$ cat src/rtl/drawing_priority_n.sv
// drawing_priority_n
// Multi-layer drawing priority mux for the pixel pipeline. Layer 0 has the
// highest priority; when no layer draws, the background colour is shown.
// The chosen colour, winning index and live collision flags are registered
// with one cycle of latency. Collisions are also OR-accumulated per video
// frame and published on each frame_start.
//
// Optional build macro: DRAWING_PRIORITY_TRANSPARENT_KEY_EN
//   When defined, a layer whose colour equals TRANSPARENT_KEY is treated as
//   not drawing, for both priority and collision.

module drawing_priority_n #(
    parameter int NUM_LAYERS = 4,
    parameter int COLOR_W    = 4,
    parameter int IDX_W      = $clog2(NUM_LAYERS)
`ifdef DRAWING_PRIORITY_TRANSPARENT_KEY_EN
    ,
    parameter logic [3*COLOR_W-1:0] TRANSPARENT_KEY =
        {{COLOR_W{1'b0}}, {COLOR_W{1'b1}}, {COLOR_W{1'b0}}}
`endif
) (
    input  logic                            clk,
    input  logic                            reset,
    input  logic [NUM_LAYERS*3*COLOR_W-1:0] RGB_layers,
    input  logic [NUM_LAYERS-1:0]           draw,
    input  logic [NUM_LAYERS-1:0]           layer_en,
    input  logic [3*COLOR_W-1:0]            RGB_bg,
    input  logic                            frame_start,
    output logic [COLOR_W-1:0]              Red_level,
    output logic [COLOR_W-1:0]              Green_level,
    output logic [COLOR_W-1:0]              Blue_level,
    output logic [IDX_W-1:0]                top_layer,
    output logic                            draw_any,
    output logic [NUM_LAYERS-1:0]           coll_live,
    output logic [NUM_LAYERS-1:0]           coll_frame,
    output logic                            coll_frame_valid
);

    localparam int PIX_W = 3 * COLOR_W;
    localparam int CNT_W = $clog2(NUM_LAYERS + 1);

    // Number of set bits in a layer mask.
    function automatic logic [CNT_W-1:0] popcount(input logic [NUM_LAYERS-1:0] mask);
        logic [CNT_W-1:0] cnt;
        cnt = {CNT_W{1'b0}};
        for (int i = 0; i < NUM_LAYERS; i++) begin
            cnt = cnt + CNT_W'(mask[i]);
        end
        return cnt;
    endfunction

    logic [NUM_LAYERS-1:0] active_s;
    logic                  win_found_s;
    logic [IDX_W-1:0]      win_idx_s;
    logic [PIX_W-1:0]      win_rgb_s;
    logic                  multi_s;
    logic [NUM_LAYERS-1:0] coll_next_s;

    logic [PIX_W-1:0]      rgb_r;
    logic [IDX_W-1:0]      top_layer_r;
    logic                  draw_any_r;
    logic [NUM_LAYERS-1:0] coll_live_r;
    logic [NUM_LAYERS-1:0] coll_acc_r;
    logic [NUM_LAYERS-1:0] coll_frame_r;
    logic                  coll_frame_valid_r;

    // Qualify each layer's draw request; the AND with layer_en comes first so
    // unknown data on a disabled layer resolves to inactive.
    always_comb begin
        active_s = {NUM_LAYERS{1'b0}};
        for (int i = 0; i < NUM_LAYERS; i++) begin
`ifdef DRAWING_PRIORITY_TRANSPARENT_KEY_EN
            active_s[i] = draw[i] & layer_en[i] &
                          (RGB_layers[i*PIX_W +: PIX_W] != TRANSPARENT_KEY);
`else
            active_s[i] = draw[i] & layer_en[i];
`endif
        end
    end

    // Priority select: the lowest-numbered active layer wins, else background.
    always_comb begin
        win_found_s = 1'b0;
        win_idx_s   = {IDX_W{1'b0}};
        win_rgb_s   = RGB_bg;
        for (int i = 0; i < NUM_LAYERS; i++) begin
            if (active_s[i] && !win_found_s) begin
                win_found_s = 1'b1;
                win_idx_s   = IDX_W'(i);
                win_rgb_s   = RGB_layers[i*PIX_W +: PIX_W];
            end else begin
                win_found_s = win_found_s;
            end
        end
    end

    // Live collision: a layer collides when it is active together with another.
    always_comb begin
        multi_s     = (popcount(active_s) >= CNT_W'(2));
        coll_next_s = multi_s ? active_s : {NUM_LAYERS{1'b0}};
    end

    // Pixel output register: colour, winner index, draw flag, live collisions.
    always_ff @(posedge clk) begin
        if (reset) begin
            rgb_r       <= {PIX_W{1'b0}};
            top_layer_r <= {IDX_W{1'b0}};
            draw_any_r  <= 1'b0;
            coll_live_r <= {NUM_LAYERS{1'b0}};
        end else begin
            rgb_r       <= win_rgb_s;
            top_layer_r <= win_idx_s;
            draw_any_r  <= win_found_s;
            coll_live_r <= coll_next_s;
        end
    end

    // Frame collision accumulator; the frame_start pixel opens the new frame.
    always_ff @(posedge clk) begin
        if (reset) begin
            coll_acc_r         <= {NUM_LAYERS{1'b0}};
            coll_frame_r       <= {NUM_LAYERS{1'b0}};
            coll_frame_valid_r <= 1'b0;
        end else if (frame_start) begin
            coll_frame_r       <= coll_acc_r;
            coll_acc_r         <= coll_next_s;
            coll_frame_valid_r <= 1'b1;
        end else begin
            coll_acc_r         <= coll_acc_r | coll_next_s;
            coll_frame_valid_r <= 1'b0;
        end
    end

    assign Red_level        = rgb_r[PIX_W-1 -: COLOR_W];
    assign Green_level      = rgb_r[2*COLOR_W-1 -: COLOR_W];
    assign Blue_level       = rgb_r[COLOR_W-1 -: COLOR_W];
    assign top_layer        = top_layer_r;
    assign draw_any         = draw_any_r;
    assign coll_live        = coll_live_r;
    assign coll_frame       = coll_frame_r;
    assign coll_frame_valid = coll_frame_valid_r;

endmodule

$ cat config.mk
export PLATFORM = sky130hd
export DESIGN_NAME = drawing_priority_n
export DESIGN_NICKNAME = d
export VERILOG_FILES = /design/src/rtl/drawing_priority_n.sv
export SDC_FILE = /design/constraint.sdc
export NUM_CORES = 1
export LEC_CHECK = 0
export BUFFER_PORTS_ARGS = -buffer_cell sky130_fd_sc_hd__buf_4
export CORE_AREA = 4 4 56 83
export DETAILED_ROUTE_END_ITERATION = 16
export DIE_AREA = 0 0 60 87
export HOLD_SLACK_MARGIN = 0.1
export PLACE_DENSITY = 0.73
export SLEW_MARGIN = 40
export SYNTH_ARGS = -nofsm -noshare
export SYNTH_HDL_FRONTEND = slang
export SYNTH_SLANG_ARGS = --single-unit
$ cat constraint.sdc
create_clock -name clk -period 1.9 [get_ports clk]
set_input_delay 0.38 -clock clk [delete_from_list [all_inputs] [get_ports clk]]
set_output_delay 0.38 -clock clk [all_outputs]
set_load 0.02 [all_outputs]
After elaboration in Yosys (flattened, before gate mapping):

Cells that the tools add are included.

* reduce and logical (&&, ||, !) cells: 6
* add/subtract/negate cells: 3
* bitwise gates (word level): 5
* $lt $le $gt $ge: 1
* mux-type cells: 14

Operator list (count)
* 12-bit two-way mux: 4
* 4-bit two-way mux: 2
* 1-bit two-way mux: 6
* 1-bit AND: 4
* 2-bit two-way mux: 2
* 4-bit OR: 1
* 2-bit by 1-bit adder with 3-bit output: 1
* 3-bit by 1-bit adder with 3-bit output: 1
* 3-bit by 2-bit greater-or-equal comparator with 1-bit output (second input constant): 1
* 1-bit logical AND: 3
* 1-bit zero test: 3
* 1-bit by 1-bit adder with 2-bit output: 1

* bits of input ports: 71
* register bits: 28
* output and inout port bits: 24

Longest topological paths before layout:

* depth in word-level cells: 11
* gate-level depth with buffers: 8

Worst setup path before layout:

Ideal clock, no wire load.

* path type: in2reg
* from: in draw[0]
* to: reg coll_acc_r[2]
* cell stages on the path: 8
* arrival time: 1778 ps
* data required time: 1786 ps
* path buffers: 1
* setup time: 114 ps
* setup slack: 8 ps
* path through: nand2_2 > buf_1 > xor2_1 > ha_1 > a31oi_1 > a21oi_1 > and3_1 > a21o_1

* word-level cells in the longest chain between the ends: 8

RTL lines
* start, declared: line 25 `input logic [NUM_LAYERS-1:0] draw,`
* 1-bit AND (*): line 76 `active_s[i] = draw[i] & layer_en[i];`
* 1-bit by 1-bit adder with 2-bit output (*): line 47 `cnt = cnt + CNT_W'(mask[i]);`
* 2-bit by 1-bit adder with 3-bit output (*): line 47
* 3-bit by 1-bit adder with 3-bit output (*): line 47
* 3-bit by 2-bit greater-or-equal comparator with 1-bit output (*): line 99 `multi_s = (popcount(active_s) >= CNT_W'(2));`
* 4-bit two-way mux (*): line 100 `coll_next_s = multi_s ? active_s : {NUM_LAYERS{1'b0}};`
* 4-bit OR: line 129 `coll_acc_r <= coll_acc_r | coll_next_s;`
* 4-bit two-way mux (*): line 124 `end else if (frame_start) begin`
* end signal, assigned: line 121 `coll_acc_r <= {NUM_LAYERS{1'b0}};`
* end signal, assigned: line 126 `coll_acc_r <= coll_next_s;`
* end signal, assigned: line 129
* end, declared: line 63 `logic [NUM_LAYERS-1:0] coll_acc_r;`

Every way passes the cells marked *; elsewhere a longest branch is shown, timed or not.
A chain may end at the register's enable or synchronous reset.

Final worst setup path:

* from: in draw[1]
* to: reg coll_acc_r[2]

Same word-level chain as after synthesis.

==> results.txt <==
outcome: completed
worst skew pair latency: 270 ps
GRT Residual Overflow: 0
Synth area leaders: dfxtp_1 40%, mux2i_1 11%, a221oi_2 8.5%
CP required: 2080 ps
Startpoint Class: primary input
Sequential Power Share: 42.2%
Power Dens Cells: 682 nW/um^2
drt total wl: 4220 um
post-DP HPWL: 3260 um
Starting Density: 35.9%
most common cell in the netlist: dfxtp_1
endpoints failing hold: 0
TritonCTS clock tree: yes
clock share of power: 31.9%
Fill cells: 387
Rel. slew slack: 73.1%
RSZ-0062 raised after global routing: no
DRT Pass-1 Iters: 4
Layout Area Growth over Synthesis: 56.2%
vias in the first global route: 1,421
post-synthesis cell area: 1410 um^2
drt drc: 0
DR vias: 1,413
critical path peak fanout: 7
DIE HEIGHT: 87 um
Num CTS Buffers: 3
initial antenna violation count: 0
number of flops mapped to enable cells by yosys: 0
LEAKAGE: 1.20 nW
Syn Nets: 219
Top FF cell, synth: dfxtp_1
Multi-input gate area: 716 um^2
Storage cell area: 561 um^2
Switch Pwr: 0.382 mW
WHS: 353 ps
hold crit path type: primary input to register
final core utilization: 56.1%
Sw Ratio: 25.5%
setup TNS: 0 ps
minimum clock period: 1580 ps
worst-margin pin slew: 403 ps
PnR worst setup slack: 322 ps
gr usage total: 15.9%
final net count: 310
share of cells above drive strength 1: 47.7%
Yosys reg bits: 28
Detailed Route Iter0 Violations: 35
CP Class: primary input to register
CP endpoint kind: register
Placer Congestion: 0.793
largest net degree at the start of global routing: 27
Slew Viols, Final: 0
VDD IR-drop max: 0.529 mV
first-pass GRT wire length: 6430 um
Reg clk slew, reported paths: 100 ps
Final setup viols: 0
CTS Buffer Depth: 2
# Max-Cap Violations: 0
CP arrival: 1760 ps
I/O pins: 95
fin crit share: 83.1%
n_diodes: 0
Synth top area share: 39.8%
H-tree level count: 1
Synth Warn #: 0
Die Wd: 60 um
Post-synth top cells: 28 x dfxtp_1, 20 x nor2_1, 16 x mux2i_1
clock sinks: 28
post-route ant nets: 0
Post-CTS Resized: 0
syn avg cell area: 9.58 um^2
dpl ws: 37.0 ps
per-cell routed wire length: 15.0 um
post-synth top area cell: dfxtp_1
Setup Buffers After CTS: 0
FP Rows: 28
Combinational Power Share: 25.9%
Cell variety after synth: 26
clock skew: 0.129 ps
sequential fraction of the synthesis area: 39.8%
post-cts hold buffer count: 0
Int Power: 1.12 mW
Mapped Cells: 147
Root Buffer: clkbuf_8
Die Footprint: 5220 um^2
core area: 3920 um^2
Max Clock Freq: 0.634 GHz
Async SR Flop Fraction: 0%
vias per cell: 5.01
Port-buffer cells: 94
-- state kept, by name, indices dropped and copies added, names as in the netlist --
signal	count
coll_frame_valid	1
coll_acc_r	4
rgb_r	12
top_layer	2
coll_live	4
draw_any	1
coll_frame	4
-- logic make-up after synthesis --
group,after synthesis,share of synthesized area [%]
AOI/OAI and AO/OA,45,27.2
and+or+nand+nor,31,10.7
DFF,28,39.8
buffers and inverters,25,9.41
muxes,16,11.4
xor gates and xnor gates,1,0.622
adders and majority gates,1,0.888
-- stage by stage --
stage / instance area [um^2] / instances / power (mW)
6_report: 2200 / 282 / 1.50
5_1_grt: 2200 / 282 / 1.56
4_1_cts: 2200 / 282 / 1.51
3_5_place_dp: 2130 / 278 / 1.04
3_3_place_gp: 2130 / 278 / 1.03
2_1_floorplan: 1410 / 147 / 0.846
-- routing by layer --
layer | track usage, % | wire [um] | up-vias
li1 | - | - | 706
met1 | 17.0 | 1490 | 658
met2 | 31.0 | 2400 | 47
met3 | 3.12 | 317 | 2
met4 | 3.02 | 17 | 0
met5 | 0 | 0 | -
-- power groups by stage --
stage          logic (mW)  registers (mW)  clock network [mW]
6_report            0.389           0.633               0.478
5_1_grt             0.421           0.637               0.504
4_1_cts             0.393           0.634               0.487
3_5_place_dp        0.392           0.647                   0
3_3_place_gp        0.387           0.646                   0
2_1_floorplan       0.156           0.690                   0
-- area by class of cell --
cell class / instances / share of cell area [%]
Inverter: 13 / 2.22
Tap cell: 45 / 2.56
Timing Repair Buffer: 98 / 34.0
Sequential cell: 28 / 25.5
Multi-Input combinational cell: 94 / 32.5
Clock buffer: 3 / 1.88
Clock inverter: 1 / 1.36
-- final timing paths --
kind	cells after the start	to	slack, ps	start
worst max-delay path	8	coll_acc_r[2]	320	draw[1]
worst min-delay path	3	rgb_r[6]	350	RGB_layers[42]
worst max register to register	2	coll_frame[0]	1280	coll_acc_r[0]
worst min register to register	1	coll_acc_r[3]	470	coll_acc_r[3]
-- cells in the final DEF, fill, tap and decap left out --
master     netlist  routed
a211o_1         12      12
a21o_1           4       4
a21oi_1         14      14
a221oi_1         4       4
a221oi_2         8       8
a222oi_1         1       1
a31oi_1          2       2
and2_1           2       2
and3_1           1       1
and4_4           1       1
buf_12           0       1
buf_4            2      97
bufinv_16        0       1
clkbuf_8         0       3
dfxtp_1         28      28
ha_1             1       1
inv_1           13      13
mux2i_1         16      16
nand2_1          1       1
nand2_2          1       1
nand2_4          1       1
nand4_1          1       1
nor2_1          20      20
nor2b_1          3       3
xor2_1           1       1
-- critical path, cell delays in order --
cell and delay [ps]:
buf_4 130, nand2_4 130, xor2_1 190, ha_1 260
a31oi_1 170, a21oi_1 140, and3_1 220, a21o_1 150
No activity file was read; power rests on OpenSTA's default activity.
